<file path="config.mk">
export PLATFORM = sky130hd
export DESIGN_NAME = rect_fill_writer_flat
export DESIGN_NICKNAME = d
export VERILOG_FILES = /design/src/rtl/rect_fill_if.sv /design/src/rtl/rect_fill_writer.sv /design/src/flat_wrapper.sv
export SDC_FILE = /design/constraint.sdc
export NUM_CORES = 1
export LEC_CHECK = 0
export ABC_AREA = 1
export BUFFER_PORTS_ARGS = -buffer_cell sky130_fd_sc_hd__buf_2
export CAP_MARGIN = 25
export CORE_MARGIN = 8
export CORE_UTILIZATION = 54
export CTS_CLUSTER_DIAMETER = 30
export DETAILED_ROUTE_END_ITERATION = 8
export GPL_ROUTABILITY_DRIVEN = 1
export HOLD_SLACK_MARGIN = 0.08
export PLACE_DENSITY = 0.78
export RECOVER_POWER = 50
export SETUP_SLACK_MARGIN = 0.5
export SKIP_CTS_REPAIR_TIMING = 1
export SLEW_MARGIN = 20
export SYNTH_ARGS = -nofsm -noshare
export SYNTH_HDL_FRONTEND = slang
export SYNTH_SLANG_ARGS = --single-unit
</file>
<file path="constraint.sdc">
create_clock -name clk -period 4 [get_ports clk]
set_input_delay 0.8 -clock clk [delete_from_list [all_inputs] [get_ports clk]]
set_output_delay 0.8 -clock clk [all_outputs]
set_load 0.01 [all_outputs]
</file>
<file path="src/rtl/rect_fill_if.sv">
// Command and frame-buffer write bundle for the rectangle fill writer.
// The slave side is the rasteriser; the master side drives commands and wr_ready.
interface rect_fill_if #(
    parameter int COLOR_W = 9
);
    logic               start;
    logic [10:0]        cx;
    logic [10:0]        cy;
    logic [10:0]        width;
    logic [10:0]        height;
    logic [COLOR_W-1:0] color;
    logic               wr_en;
    logic [10:0]        wr_x;
    logic [10:0]        wr_y;
    logic [COLOR_W-1:0] wr_data;
    logic               wr_ready;
    logic               busy;
    logic               done;

    modport master (
        output start, cx, cy, width, height, color, wr_ready,
        input  wr_en, wr_x, wr_y, wr_data, busy, done
    );

    modport slave (
        input  start, cx, cy, width, height, color, wr_ready,
        output wr_en, wr_x, wr_y, wr_data, busy, done
    );
endinterface

</file>
<file path="src/rtl/rect_fill_writer.sv">
// Sequential rectangle rasteriser: writes a solid colour over the strict interior
// of a rectangle, clipped to the visible screen, one pixel per accepted handshake.
module rect_fill_writer #(
    parameter int H_RES   = 640,
    parameter int V_RES   = 480,
    parameter int COLOR_W = 9
) (
    input logic        clk,
    input logic        rst,
    rect_fill_if.slave bus
);

    typedef enum logic [1:0] {IDLE, LOAD, WRITE, DONE} state_t;

    localparam logic [11:0] X_MAX = 12'(H_RES - 1);
    localparam logic [11:0] Y_MAX = 12'(V_RES - 1);

    state_t             state_q, state_d;
    logic [10:0]        cx_q, cy_q, w_q, h_q;
    logic [COLOR_W-1:0] color_q;
    logic [10:0]        x0_q, x1_q, y1_q;
    logic [10:0]        wr_x_q, wr_x_d;
    logic [10:0]        wr_y_q, wr_y_d;

    logic [11:0] x0_c, y0_c, x_end_c, y_end_c, x1_c, y1_c;
    logic        empty_c;
    logic        xfer, col_last, row_last;

    // 12-bit bounds never wrap: worst case 2047 + 2047 - 1 still fits.
    always_comb begin
        x0_c    = {1'b0, cx_q} + 12'd1;
        y0_c    = {1'b0, cy_q} + 12'd1;
        x_end_c = {1'b0, cx_q} + {1'b0, w_q} - 12'd1;
        y_end_c = {1'b0, cy_q} + {1'b0, h_q} - 12'd1;
        x1_c    = (x_end_c > X_MAX) ? X_MAX : x_end_c;
        y1_c    = (y_end_c > Y_MAX) ? Y_MAX : y_end_c;
        empty_c = (w_q < 11'd2) || (h_q < 11'd2) || (x0_c > x1_c) || (y0_c > y1_c);
    end

    assign xfer     = (state_q == WRITE) && bus.wr_ready;
    assign col_last = (wr_x_q == x1_q);
    assign row_last = (wr_y_q == y1_q);

    always_ff @(posedge clk or posedge rst) begin
        if (rst) begin
            state_q <= IDLE;
        end else begin
            state_q <= state_d;
        end
    end

    always_comb begin
        state_d = state_q;
        case (state_q)
            IDLE:    if (bus.start) state_d = LOAD;
            LOAD:    state_d = empty_c ? DONE : WRITE;
            WRITE:   if (xfer && col_last && row_last) state_d = DONE;
            DONE:    state_d = IDLE;
            default: state_d = IDLE;
        endcase
    end

    always_comb begin
        bus.wr_en   = (state_q == WRITE);
        bus.busy    = (state_q != IDLE);
        bus.done    = (state_q == DONE);
        bus.wr_x    = wr_x_q;
        bus.wr_y    = wr_y_q;
        bus.wr_data = color_q;
    end

    always_ff @(posedge clk or posedge rst) begin
        if (rst) begin
            cx_q    <= '0;
            cy_q    <= '0;
            w_q     <= '0;
            h_q     <= '0;
            color_q <= '0;
        end else if (state_q == IDLE && bus.start) begin
            cx_q    <= bus.cx;
            cy_q    <= bus.cy;
            w_q     <= bus.width;
            h_q     <= bus.height;
            color_q <= bus.color;
        end
    end

    // Bounds of a non-empty command are on screen, so 11 bits hold them.
    always_ff @(posedge clk or posedge rst) begin
        if (rst) begin
            x0_q <= '0;
            x1_q <= '0;
            y1_q <= '0;
        end else if (state_q == LOAD && !empty_c) begin
            x0_q <= x0_c[10:0];
            x1_q <= x1_c[10:0];
            y1_q <= y1_c[10:0];
        end
    end

    always_comb begin
        wr_x_d = wr_x_q;
        wr_y_d = wr_y_q;
        if (state_q == LOAD && !empty_c) begin
            wr_x_d = x0_c[10:0];
            wr_y_d = y0_c[10:0];
        end else if (xfer) begin
            if (!col_last) begin
                wr_x_d = wr_x_q + 11'd1;
            end else if (!row_last) begin
                wr_x_d = x0_q;
                wr_y_d = wr_y_q + 11'd1;
            end
        end
    end

    always_ff @(posedge clk or posedge rst) begin
        if (rst) begin
            wr_x_q <= '0;
            wr_y_q <= '0;
        end else begin
            wr_x_q <= wr_x_d;
            wr_y_q <= wr_y_d;
        end
    end

endmodule

</file>
<file path="src/flat_wrapper.sv">
// flat-port wrapper written by rule: the top's interface ports become plain ports
module rect_fill_writer_flat 
#(
    parameter int H_RES   = 640,
    parameter int V_RES   = 480,
    parameter int COLOR_W = 9
)
  (clk, rst, bus_start, bus_cx, bus_cy, bus_width, bus_height, bus_color, bus_wr_ready, bus_wr_en, bus_wr_x, bus_wr_y, bus_wr_data, bus_busy, bus_done);
  rect_fill_if #(.COLOR_W(COLOR_W)) bus_i ();
  input logic clk;
  input logic rst;
  input wire logic [$bits(bus_i.start)-1:0] bus_start;
  input wire logic [$bits(bus_i.cx)-1:0] bus_cx;
  input wire logic [$bits(bus_i.cy)-1:0] bus_cy;
  input wire logic [$bits(bus_i.width)-1:0] bus_width;
  input wire logic [$bits(bus_i.height)-1:0] bus_height;
  input wire logic [$bits(bus_i.color)-1:0] bus_color;
  input wire logic [$bits(bus_i.wr_ready)-1:0] bus_wr_ready;
  output wire logic [$bits(bus_i.wr_en)-1:0] bus_wr_en;
  output wire logic [$bits(bus_i.wr_x)-1:0] bus_wr_x;
  output wire logic [$bits(bus_i.wr_y)-1:0] bus_wr_y;
  output wire logic [$bits(bus_i.wr_data)-1:0] bus_wr_data;
  output wire logic [$bits(bus_i.busy)-1:0] bus_busy;
  output wire logic [$bits(bus_i.done)-1:0] bus_done;
  assign bus_i.start = bus_start;
  assign bus_i.cx = bus_cx;
  assign bus_i.cy = bus_cy;
  assign bus_i.width = bus_width;
  assign bus_i.height = bus_height;
  assign bus_i.color = bus_color;
  assign bus_i.wr_ready = bus_wr_ready;
  assign bus_wr_en = bus_i.wr_en;
  assign bus_wr_x = bus_i.wr_x;
  assign bus_wr_y = bus_i.wr_y;
  assign bus_wr_data = bus_i.wr_data;
  assign bus_busy = bus_i.busy;
  assign bus_done = bus_i.done;
  rect_fill_writer #(.H_RES(H_RES), .V_RES(V_RES), .COLOR_W(COLOR_W)) u_core (.clk(clk), .rst(rst), .bus(bus_i));
endmodule
</file>
==> impl_metrics.env <==
export IMPL_outcome="finished, violations left"
export IMPL_violations="capacitance limit, slew limit, setup timing"
export IMPL_track_usage=0.213
export IMPL_r2r_start="u_core.cx_q[1]"
export IMPL_vias_per_cell=5.47
export IMPL_gp_congestion=0.946
export IMPL_layout_common_cells="186 x nand2_1, 140 x inv_1, 110 x dfrtp_1, 89 x buf_2, 84 x nor2_1"
export IMPL_fin_tns_setup_ns=-8.49
export IMPL_cp_slowest_cell="dfrtp_1"
export IMPL_setup_viol=55
export IMPL_setup_ws_ns=-0.223
export IMPL_tightest_slew_ns=2.72
export IMPL_die_y_um=136
export IMPL_drive_gt1_frac=0.323
export IMPL_vias=7590
export IMPL_synth_compound_area_frac=0.0976
export IMPL_synth_edf_count=0
export IMPL_cp_buffers_inverters=7
export IMPL_worstHoldStart="u_core.x0_q[9]"
export IMPL_antenna_found_initial=0
export IMPL_ys_warn_count=0
export IMPL_place_area_um2=8710
export IMPL_dieArea_um2=18600
export IMPL_hold_depth=2
export IMPL_final_common_cell="nand2_1"
export IMPL_relSlewSlack=-0.811
export IMPL_path_clk_slew_ns=0.07
export IMPL_cap_violations=1
export IMPL_grt_pass1_wl_mm=31.9
export IMPL_crit_arrival_ns=4.47
export IMPL_fin_worst_skew_ns=0.00899
export IMPL_muxShareOfSynthArea=0.0129
export IMPL_wirelength_mm=22.2
export IMPL_r2r_end="u_core.y1_q[8]"
export IMPL_routedWlPerCell_um=16.0
export IMPL_htreeDepth=3
export IMPL_async_reset_ff_frac=1.00
export IMPL_hpwl_mm=14.6
export IMPL_portBuffers=90
export IMPL_rr_worst_depth=25
export IMPL_cp_max_fo=19
export IMPL_firstDrtPassIters=6
export IMPL_crit_top_cell="nand2_1"
export IMPL_wl_met3_mm=1.87
export IMPL_hold_path_endpoint="u_core.x0_q[9]"
export IMPL_preCtsSetupSlack_ns=-0.0949
export IMPL_layout_nets=1330
export IMPL_grt_pass1_vias=6711
export IMPL_worstSetupEndpointType="flop"
export IMPL_crit_required_ns=4.25
export IMPL_gr_total_overflow=0
export IMPL_slew_viol_final=111
export IMPL_diodes=0
export IMPL_insertion_delay_ns=0.36
export IMPL_crit_family="simple AND/OR/NAND/NOR gates"
export IMPL_wl_met2_mm=9.86
export IMPL_cts_buffers=9
export IMPL_cpPeakStageDelay_ns=0.37
export IMPL_startpoint_type="flop"
export IMPL_fin_area_um2=10400
export IMPL_synth_ff_type="dfrtp_1"
export IMPL_fp_coreArea_um2=14400
export IMPL_drt_iter0_drc=656
export IMPL_maxUsedRoutingLayer="met4"
export IMPL_clock_sinks=110
export IMPL_worstSetupPathType="flop to flop"
export IMPL_report_final_hold_viol_count=0
export IMPL_ys_seq_area_frac=0.351
export IMPL_fin_crit_ns=4.22
export IMPL_rsz0062_at_grt="true"
export IMPL_finalCritPeriodShare=1.06
export IMPL_rows=44
export IMPL_syn2layout_area_growth_pct=32.8
export IMPL_synth_top_family_by_area="simple AND/OR/NAND/NOR gates"
export IMPL_synth_area_um2=7830
export IMPL_post_route_util=0.724
export IMPL_hold_path_class="flop to flop"
export IMPL_synth_seq_cells=110
export IMPL_fmax_mhz=237
export IMPL_synth_xor_area_frac=0.0525
export IMPL_met1_length_mm=9.86
export IMPL_io_pin_count=91
export IMPL_drc=0
export IMPL_syn_inst=1048
export IMPL_start_util=0.545
export IMPL_synth_simple_area_share=0.260
export IMPL_synthAdderAreaFrac=0.122
export IMPL_cts_tree="yes"
export IMPL_clk_root_buffer_cell="clkbuf_16"
export IMPL_synthDistinctLibCells=45
export IMPL_clk_path_buf_depth=2
export IMPL_grt_max_degree=111
export IMPL_ant_nets=0
export IMPL_die_w_um=136
export IMPL_syn_avg_cell_area_um2=7.47
export IMPL_reg2reg_slack_ns=-0.22
[worst reg2reg max path, delay by kind of cell, from the launching register on]
kind / cells / cell delay [ns]
buffers and inverters: 7 / 0.94
DFF: 1 / 0.37
AOI/OAI and AO/OA: 1 / 0.05
adders and majority gates: 4 / 1.05
and+or+nand+nor: 13 / 1.75
[worst max-delay path by stage]
stage | from | end | cells past startpoint | slack (ns)
detailed placement | u_core.h_q[1] | u_core.bus.wr_x[7] | 28 | -0.09
global route | u_core.cx_q[1] | u_core.bus.wr_y[2] | 26 | -0.36
finish | u_core.cx_q[1] | u_core.y1_q[8] | 25 | -0.22
floorplan | u_core.cy_q[1] | u_core.bus.wr_x[8] | 27 | 0.38
CTS | u_core.h_q[1] | u_core.bus.wr_x[7] | 28 | -0.11
global placement | u_core.cy_q[1] | u_core.bus.wr_x[5] | 28 | -0.04
[synthesized netlist by cell type, types with 4 or more instances]
library cell	count	area, µm²
or2_2	11	68.8
inv_1	171	642
nand3_1	67	335
a21oi_1	69	345
nor2_1	95	357
xnor2_1	8	70.1
buf_6	6	67.6
nand4_1	19	119
nand2_1	240	901
clkbuf_1	16	60.1
ha_1	73	913
nor4_1	6	37.5
o21ai_2	10	87.6
nor3_1	15	75.1
xor2_1	39	342
inv_2	4	15.0
dfrtp_1	110	2750
o21ai_0	31	155
o21ai_1	9	45.0
mux2_2	9	101
[through the flow]
stage          hold WS (ns)  instances
2_1_floorplan         0.442       1052
3_3_place_gp          0.456       1323
3_5_place_dp          0.459       1323
4_1_cts               0.477       1339
5_1_grt               0.497       1387
6_report              0.483       1387
[area by class of cell]
cell class,instances,area [µm²]
clock buffers,10,239
repair buffers,159,1170
well taps,184,230
fillers,1014,3960
flip-flops and latches,110,2750
clock inverters,6,116
inverters,175,676
multi-input cells,743,5220
[layer usage]
metal | vias to the layer above | GRT usage
met1 | 3531 | 0.302
met4 | 0 | 0.0622
met2 | 341 | 0.311
met5 | - | 0
met3 | 61 | 0.0547
li1 | 3657 | -
[cell families after synthesis]
kind of cell    after synthesis
mux                           9
fa+ha+maj                    75
simple gates                469
flops                       110
compound gates              136
xor+xnor                     47
other cells                   1
buf+inv                     201
[flip-flops by register name, summed over array words and instances, names as in the netlist]
register,cells
u_core.state_q,2
u_core.w_q,11
u_core.cy_q,11
u_core.x1_q,11
u_core.bus.wr_y,11
u_core.h_q,11
u_core.bus.wr_x,11
u_core.bus.wr_data,9
u_core.y1_q,11
u_core.x0_q,11
u_core.cx_q,11
Power is not shown: default switching activity piles up to over one toggle a cycle in this logic, so the estimate is an artifact.
